## src/rtl/host_byte_sender.sv

```systemverilog
// ---------------------------------------------------------------------------
// host_byte_sender
//
// Carries bytes from the host to the external Arduino. Bytes written by the
// host through active_transfer arrive as single-cycle pulses. They are held in
// a small FIFO and then presented on a parallel bus with a four-phase
// strobe/ack handshake:
//   data -> (setup) -> strobe high -> ack high -> strobe low -> ack low
// If the device fails to respond in time, the handshake is aborted and a
// sticky timeout flag is raised.
//
// Optional build macro:
//   HOST_SENDER_PARITY_EN : adds DEV_PARITY, which is the odd parity (XNOR of
//                           all bits) of DEV_DATA and is registered with it.
//
// Parameters:
//   FIFO_AW        log2 of the FIFO depth
//   SETUP_CYCLES   cycles DEV_DATA is held stable before DEV_STROBE rises (1..15)
//   TIMEOUT_CYCLES maximum cycles spent in STROBE or RELEASE before an abort
//
// Ports:
//   CLK                  system clock
//   RST                  asynchronous active-low reset
//   TRANSFER_IN_RECEIVED one-cycle pulse; TRANSFER_IN_BYTE is valid
//   TRANSFER_IN_BYTE     byte from the host
//   ENABLE               allows the FSM to start new transfers
//   CLEAR_ERR            one-cycle pulse; clears OVERFLOW and TIMEOUT_ERR
//   DEV_ACK              asynchronous acknowledge from the device
//   DEV_DATA             byte presented to the device
//   DEV_STROBE           data-valid strobe to the device
//   DEV_PARITY           (optional) odd parity of DEV_DATA
//   FIFO_EMPTY           FIFO holds no bytes
//   FIFO_FULL            FIFO holds 2^FIFO_AW bytes
//   BUSY                 a handshake is in progress
//   OVERFLOW             sticky: a byte was dropped because the FIFO was full
//   TIMEOUT_ERR          sticky: a handshake was aborted
// ---------------------------------------------------------------------------
module host_byte_sender #(
  parameter int FIFO_AW        = 2,
  parameter int SETUP_CYCLES   = 4,
  parameter int TIMEOUT_CYCLES = 4095
) (
  input  logic       CLK,
  input  logic       RST,
  input  logic       TRANSFER_IN_RECEIVED,
  input  logic [7:0] TRANSFER_IN_BYTE,
  input  logic       ENABLE,
  input  logic       CLEAR_ERR,
  input  logic       DEV_ACK,
  output logic [7:0] DEV_DATA,
  output logic       DEV_STROBE,
`ifdef HOST_SENDER_PARITY_EN
  output logic       DEV_PARITY,
`endif
  output logic       FIFO_EMPTY,
  output logic       FIFO_FULL,
  output logic       BUSY,
  output logic       OVERFLOW,
  output logic       TIMEOUT_ERR
);

  localparam int DEPTH = 1 << FIFO_AW;
  localparam int CW    = 12;

  localparam logic [FIFO_AW:0]   CNT_ONE    = (FIFO_AW+1)'(1);
  localparam logic [FIFO_AW:0]   CNT_FULL   = (FIFO_AW+1)'(DEPTH);
  localparam logic [FIFO_AW-1:0] PTR_ONE    = FIFO_AW'(1);
  localparam logic [CW-1:0]      TICK_ONE   = CW'(1);
  localparam logic [CW-1:0]      SETUP_LAST = CW'(SETUP_CYCLES - 1);
  localparam logic [CW-1:0]      TMO_LAST   = CW'(TIMEOUT_CYCLES - 1);

  typedef enum logic [1:0] {
    S_IDLE,
    S_SETUP,
    S_STROBE,
    S_RELEASE
  } state_t;

  // -------------------------------------------------------------------------
  // Acknowledge synchronizer
  // -------------------------------------------------------------------------
  logic ack_meta_q;
  logic ack_s_q;

  always_ff @(posedge CLK or negedge RST) begin
    if (!RST) begin
      ack_meta_q <= 1'b0;
      ack_s_q    <= 1'b0;
    end else begin
      ack_meta_q <= DEV_ACK;
      ack_s_q    <= ack_meta_q;
    end
  end

  // -------------------------------------------------------------------------
  // FIFO
  // -------------------------------------------------------------------------
  logic [7:0]         mem_q [DEPTH];
  logic [FIFO_AW-1:0] wr_ptr_q, wr_ptr_d;
  logic [FIFO_AW-1:0] rd_ptr_q, rd_ptr_d;
  logic [FIFO_AW:0]   count_q,  count_d;
  logic               overflow_q, overflow_d;

  logic               fifo_empty;
  logic               fifo_full;
  logic               pop;
  logic               push_ok;
  logic               push_drop;
  logic [7:0]         head;

  state_t             state_q;

  assign fifo_empty = (count_q == '0);
  assign fifo_full  = (count_q == CNT_FULL);
  assign head       = mem_q[rd_ptr_q];

  // A pop is the IDLE->SETUP launch; the FSM loads the head in the same edge.
  assign pop       = (state_q == S_IDLE) && ENABLE && !fifo_empty && !ack_s_q;

  // A full FIFO still accepts a byte when a slot is freed in the same cycle.
  assign push_ok   = TRANSFER_IN_RECEIVED && (!fifo_full || pop);
  assign push_drop = TRANSFER_IN_RECEIVED && fifo_full && !pop;

  always_comb begin
    wr_ptr_d = push_ok ? (wr_ptr_q + PTR_ONE) : wr_ptr_q;
    rd_ptr_d = pop     ? (rd_ptr_q + PTR_ONE) : rd_ptr_q;

    count_d = count_q;
    case ({push_ok, pop})
      2'b10:   count_d = count_q + CNT_ONE;
      2'b01:   count_d = count_q - CNT_ONE;
      default: count_d = count_q;
    endcase

    // A new drop in the same cycle as CLEAR_ERR keeps the flag set.
    if (push_drop) begin
      overflow_d = 1'b1;
    end else if (CLEAR_ERR) begin
      overflow_d = 1'b0;
    end else begin
      overflow_d = overflow_q;
    end
  end

  always_ff @(posedge CLK or negedge RST) begin
    if (!RST) begin
      wr_ptr_q   <= '0;
      rd_ptr_q   <= '0;
      count_q    <= '0;
      overflow_q <= 1'b0;
    end else begin
      wr_ptr_q   <= wr_ptr_d;
      rd_ptr_q   <= rd_ptr_d;
      count_q    <= count_d;
      overflow_q <= overflow_d;
    end
  end

  // Storage carries no reset; only the pointers and count define validity.
  always_ff @(posedge CLK) begin
    if (push_ok) begin
      mem_q[wr_ptr_q] <= TRANSFER_IN_BYTE;
    end
  end

  // -------------------------------------------------------------------------
  // Handshake FSM
  // -------------------------------------------------------------------------
  logic [CW-1:0] cnt_q;
  logic [7:0]    data_q;
  logic [7:0]    data_d;
  logic          strobe_q;
  logic          tmo_err_q;
  logic          strobe_tmo;
  logic          release_tmo;
  logic          release_done;

  assign strobe_tmo   = (state_q == S_STROBE)  && !ack_s_q && (cnt_q == TMO_LAST);
  assign release_tmo  = (state_q == S_RELEASE) &&  ack_s_q && (cnt_q == TMO_LAST);
  assign release_done = (state_q == S_RELEASE) && !ack_s_q;

  // The bus value is shared with the optional parity flop, so its next value
  // is formed once here rather than inside the FSM branches.
  always_comb begin
    if (pop) begin
      data_d = head;
    end else if (strobe_tmo || release_tmo || release_done) begin
      data_d = 8'h00;
    end else begin
      data_d = data_q;
    end
  end

  always_ff @(posedge CLK or negedge RST) begin
    if (!RST) begin
      state_q   <= S_IDLE;
      cnt_q     <= '0;
      data_q    <= 8'h00;
      strobe_q  <= 1'b0;
      tmo_err_q <= 1'b0;
    end else begin
      data_q <= data_d;

      // Abort below overrides this clear when both happen together.
      if (CLEAR_ERR) begin
        tmo_err_q <= 1'b0;
      end

      case (state_q)
        S_IDLE: begin
          strobe_q <= 1'b0;
          if (pop) begin
            cnt_q   <= '0;
            state_q <= S_SETUP;
          end
        end

        S_SETUP: begin
          if (cnt_q == SETUP_LAST) begin
            strobe_q <= 1'b1;
            cnt_q    <= '0;
            state_q  <= S_STROBE;
          end else begin
            strobe_q <= 1'b0;
            cnt_q    <= cnt_q + TICK_ONE;
          end
        end

        S_STROBE: begin
          if (ack_s_q) begin
            strobe_q <= 1'b0;
            cnt_q    <= '0;
            state_q  <= S_RELEASE;
          end else if (strobe_tmo) begin
            strobe_q  <= 1'b0;
            tmo_err_q <= 1'b1;
            state_q   <= S_IDLE;
          end else begin
            strobe_q <= 1'b1;
            cnt_q    <= cnt_q + TICK_ONE;
          end
        end

        S_RELEASE: begin
          strobe_q <= 1'b0;
          if (release_done) begin
            state_q <= S_IDLE;
          end else if (release_tmo) begin
            tmo_err_q <= 1'b1;
            state_q   <= S_IDLE;
          end else begin
            cnt_q <= cnt_q + TICK_ONE;
          end
        end

        default: begin
          strobe_q <= 1'b0;
          state_q  <= S_IDLE;
        end
      endcase
    end
  end

`ifdef HOST_SENDER_PARITY_EN
  // -------------------------------------------------------------------------
  // Optional parity, registered alongside DEV_DATA
  // -------------------------------------------------------------------------
  function automatic logic odd_parity(input logic [7:0] b);
    return ~^b;
  endfunction

  logic parity_q;

  always_ff @(posedge CLK or negedge RST) begin
    if (!RST) begin
      parity_q <= 1'b1;
    end else begin
      parity_q <= odd_parity(data_d);
    end
  end

  assign DEV_PARITY = parity_q;
`endif

  // -------------------------------------------------------------------------
  // Outputs
  // -------------------------------------------------------------------------
  assign DEV_DATA    = data_q;
  assign DEV_STROBE  = strobe_q;
  assign FIFO_EMPTY  = fifo_empty;
  assign FIFO_FULL   = fifo_full;
  assign BUSY        = (state_q != S_IDLE);
  assign OVERFLOW    = overflow_q;
  assign TIMEOUT_ERR = tmo_err_q;

endmodule

```

## config.mk

```make
export PLATFORM = sky130hd
export DESIGN_NAME = host_byte_sender
export DESIGN_NICKNAME = d
export VERILOG_FILES = /design/src/rtl/host_byte_sender.sv
export SDC_FILE = /design/constraint.sdc
export NUM_CORES = 1
export LEC_CHECK = 0
export CAP_MARGIN = 10
export CORE_ASPECT_RATIO = 1.1
export CORE_UTILIZATION = 45
export DETAILED_ROUTE_END_ITERATION = 10
export PLACE_DENSITY = 0.75
export SLEW_MARGIN = 20
export SYNTH_ARGS = -nofsm -noshare
export SYNTH_HDL_FRONTEND = slang
export SYNTH_SLANG_ARGS = --single-unit
```

## constraint.sdc

```tcl
create_clock -name CLK -period 2.3 [get_ports CLK]
set_input_delay 0.575 -clock CLK [delete_from_list [all_inputs] [get_ports CLK]]
set_output_delay 0.575 -clock CLK [all_outputs]
set_load 0.01 [all_outputs]
```

Word-level counts from Yosys, hierarchy flattened. Memory sizes are Yosys's and may differ from the RTL's. Index checks and enable logic that the tools add are counted.

Eq/ne operators: 15. $add $sub $neg: 5. Reductions and logical operators: 27. Muxes and demuxes: 31.

Operator list (count): $mux 12 (6); $pmux 12 s4 (1); $mux 8 (2); $add 12x1->12 const B (1); $eq 12x12->1 const B (1); $eq 12x2->1 const B (1); $mux 1 (12); $mux 2 (6); $logic_and 1x1->1 (11); $ne 3x3->1 const B (3); $ne 2x2->1 const B (4); $pmux 2 s4 (1); $reduce_and 4->1 (2); $reduce_bool 2->1 (4); $eq 2x2->1 const B (3); $pmux 3 s2 (1); $add 2x1->2 const B (2); $eq 2x1->1 const B (2); $logic_not 1->1 (4); $add 3x1->3 const B (1); $eq 3x3->1 const B (1); $logic_not 3->1 (1); $logic_or 1x1->1 (3); $pmux 1 s3 (1); 4 further kinds (4).

Memories: 1. Register bits: 34. Word-level logic and storage cells: 90. Bits in writable memories: 32.

Memory list: mem_q (depth 4, bits a word 8, rd ports 1, clocked after Yosys merged registers in 0, wr ports 1, line 98) `logic [7:0] mem_q [DEPTH];`.

Depth between registers and ports, before layout.
Depth after elaboration: 8. Mapped depth: 9. Gate-level depth less buffers: 7.

Worst setup path before layout. OpenSTA, ideal clock, no wires.

Kind: input to register. From: in ENABLE. To: reg count_q[2]. Setup slack: 120 ps. Arrival time: 2052 ps. Data required time: 2172 ps. Setup time: 128 ps. Buffers on the path: 0. Stages: 5. Cells stage by stage: or4b_4 > or3_1 > fa_1 > mux2i_1 > xor2_1.

Word-level cells in the longest chain between the ends: 7. Elaborated cells between the ends (all ways): 9. Those cells by class: 2 x eq/ne; 1 x mux; 6 x reduce/logical.

Ends and longest elaborated chain: start: declaration (line 47) `input logic ENABLE,`; $logic_and 1x1->1 * (3 in series) (line 118) `assign pop = (state_q == S_IDLE) && ENABLE && !fifo_empty && !ack_s_q;`; $logic_or 1x1->1 (line 121) `assign push_ok = TRANSFER_IN_RECEIVED && (!fifo_full || pop);`; $logic_and 1x1->1 (line 121); $eq 2x1->1 / $eq 2x2->1 (equally long branches) (line 129) `case ({push_ok, pop})`; $pmux 3 s2 / $reduce_bool 2->1 (equally long branches); end signal: assignment (line 154) `count_q <= count_d;`; end: declaration (line 101) `logic [FIFO_AW:0] count_q, count_d;`.

Every way passes the cells marked *; elsewhere a longest branch is shown, timed or not. A chain may end at the register's enable or synchronous reset.

Worst setup path after layout.
From: reg count_q[1]. To: out FIFO_FULL.

Word-level cells in the longest chain between the ends: 1.

Ends and longest elaborated chain: $eq 3x3->1 (line 114) `assign fifo_full = (count_q == CNT_FULL);`; end: declaration (line 56) `output logic FIFO_FULL,`.

Every way passes these cells.

==> out/metrics.cfg <==
[global_route]
grt.total_usage=0.1813
antenna_found_initial=0
grt_pass1_wl_mm=9.308
grt_pass1_vias=1971
grt_max_degree=35
overflow=0

[setup_path]
slowest_stage=clkdlybuf4s50_1
crit_chain=nor3b_2 -> clkdlybuf4s50_1
crit_type=reg2out
path_max_fanout=3
path_delay_family=buffers and inverters
critPathRequiredTime_ns=1.73
arrival_ns=1.65
max_stage_delay_ns=0.58
cp_num_buf_inv=1
crit_path_start_kind=flip-flop
end_kind=output pin

[cells_and_area]
fin_area_um2=3719
drive_gt1_frac=0.2105
fillers=534
layout.cells.non_filler=365
regArea_um2=1812
multi_input_area_um2=1066
nNetsFinal=301
antennaDiodeCount=0
area_delta_synth_final_pct=26.74

[sta]
fin_crit_ns=2.229
setup_violations=0
max_slew_margin=0.6289
final.setup.tns_ns=0
fin_ws_ns=0.07096
holdWs_ns=0.3509
tightestPinTransition_ns=0.5567
fmax_ghz=0.4486
period_share=0.9691
hold_viol=0
rsz0062_at_grt=no
drv_slew=0
fin_skew_ns=0.006385

[placed_design]
dp_slack_ns=-0.3773
place_area_um2=3512
dp_hpwl_mm=3.920
gp_congestion=0.7750
place.port_buffers=27
dp.cells=349

[yosys]
ys.flop_type=dfrtp_1
synth_cells=225
synth_area_per_cell_um2=13.04
synth-seq-area-share=0.6175
synth-async-reset-ratio=0.5152
post_synth_num_cell_types=47
synth-seq-cells=66
syn_nets=246
ys_warn_count=0
netlist_area_um2=2934
synth-edff-count=32

[power]
p_per_area_nw_per_um2=1154
max-vdd-ir-drop_mv=0.5748
p_leak_uw=0.001517

[clock_tree]
root_buffer=clkbuf_8
clk_path_buf_depth=2
clk_pin_slew_ns=0.08
cts_hold_buf=0
clock_latency_ns=0.34
post-cts-setup-buffers=0
cts_buffers=9
htreeDepth=3
clock-sinks=66
cts_tree=built

[routing]
ant_nets=0
drtIter0Drc=98
wl_per_cell_um=15.06
drt_wl_total_mm=5.497
viasPerCell=5.345
route.detailed.drc=0
dr.pass1.iters=4
vias=1951

[die]
start_util=0.4709
dieArea_um2=6848
die_w_um=78.99
die-height_um=86.69
coreArea_um2=6231
num_rows=30
io_pins=28

[job]
max_cap_violations=0

[outcome]
status=complete, no violations

[worst_hold_path]
hold_class=reg2reg

area by class of cell:
cell class	instances	area share
Sequential cell	66	0.4872
Multi-Input combinational cell	141	0.2867
Timing Repair Buffer	52	0.1413
Clock buffer	9	0.03331
Tap cell	80	0.02692
Clock inverter	7	0.01447
Inverter	10	0.01009
registers in the layout (all words and copies together) (netlist names):
register	cells
DEV_DATA	8
DEV_STROBE	1
OVERFLOW	1
TIMEOUT_ERR	1
ack_meta_q	1
ack_s_q	1
cnt_q	12
count_q	3
mem_q	32
rd_ptr_q	2
state_q	2
wr_ptr_q	2
path summary, 6_finish.rpt:
path | startpoint | to | slack (ns) | cells after the start
max | count_q[1] | FIFO_FULL | 0.07 | 2
min | ack_meta_q | ack_s_q | 0.35 | 0
max reg2reg | ack_s_q | count_q[2] | 0.17 | 5
min reg2reg | ack_meta_q | ack_s_q | 0.35 | 0
max in group asynchronous | RST | cnt_q[1] | 1.35 | 2
min in group asynchronous | RST | cnt_q[5] | 0.65 | 2
kinds of logic (layout without fill, tap and decap cells):
group / Yosys count / count (layout) / share of synthesized area
simple gates: 74 / 74 / 0.1356
flops: 66 / 66 / 0.6175
compound gates: 45 / 45 / 0.1041
buf+inv: 18 / 78 / 0.02729
mux: 10 / 10 / 0.06823
fa+ha+maj: 7 / 7 / 0.03241
xor+xnor: 5 / 5 / 0.01492
per-layer routing:
| layer | wire length, um | up-vias | global-route usage |
|---|---|---|---|
| met5 | 0 | - | 0 |
| met4 | 81 | 0 | 0.07273 |
| met3 | 183 | 9 | 0.05263 |
| met2 | 2768 | 31 | 0.2947 |
| met1 | 2464 | 966 | 0.2282 |
| li1 | - | 945 | - |
repair_timing:
action / CTS / global route
resized for setup: 4 / 3
setup endpoints to repair: 3 / 3
pin swaps: 0 / 3
where the power goes:
| group | total [uW] | leakage, uW | internal (uW) | switching, uW |
|---|---|---|---|---|
| combinational | 1650 | 0.000702 | 906 | 741 |
| sequential | 1770 | 0.000733 | 1540 | 233 |
| clock | 874 | 0.0000822 | 397 | 476 |
| total | 4290 | 0.00152 | 2840 | 1450 |
metrics by stage:
stage,total power (uW),utilization
2_1_floorplan,2673,-
3_3_place_gp,3349,0.5637
3_5_place_dp,3420,0.5637
4_1_cts,4315,0.5950
5_1_grt,4557,0.5968
6_report,4293,0.5968
cells in the final DEF (no fill, tap or decap), types with 5 or more instances in the layout:
| master | n |
|---|---|
| ha_1 | 6 |
| buf_12 | 5 |
| nand3_1 | 7 |
| inv_1 | 10 |
| clkdlybuf4s50_1 | 25 |
| a22o_1 | 8 |
| nor2_1 | 9 |
| a21o_1 | 6 |
| mux4_2 | 8 |
| a21oi_1 | 10 |
| and2_1 | 5 |
| dfrtp_1 | 34 |
| clkbuf_8 | 9 |
| nand2_1 | 31 |
| buf_4 | 20 |
| edfxtp_1 | 32 |
| o21ai_0 | 10 |
worst register-to-register path, stage by stage, from the launching register on:
cell     delay [ns]
dfrtp_1        0.44
or4b_4         0.50
or3_4          0.42
fa_2           0.36
mux2i_1        0.13
xor2_1         0.16
synthesized netlist by cell type, types with 2 or more instances:
cell type	number	share of area
dfrtp_1	34	0.29
edfxtp_1	32	0.33
nand2_1	31	0.040
a21oi_1	10	0.017
inv_1	10	0.013
o21ai_0	10	0.017
nor2_1	9	0.012
a22o_1	8	0.024
mux4_2	8	0.061
nand3_1	7	0.012
a21o_1	6	0.015
ha_1	6	0.026
and2_1	5	0.011
clkbuf_1	4	0.0051
xnor2_1	4	0.012
nand4_1	3	0.0064
a22oi_1	2	0.0051
mux2i_1	2	0.0068
nor2b_1	2	0.0043
nor3_1	2	0.0034
o41ai_1	2	0.0060
or2_2	2	0.0043
or3_1	2	0.0043
No activity file was read; power rests on OpenSTA's default activity.
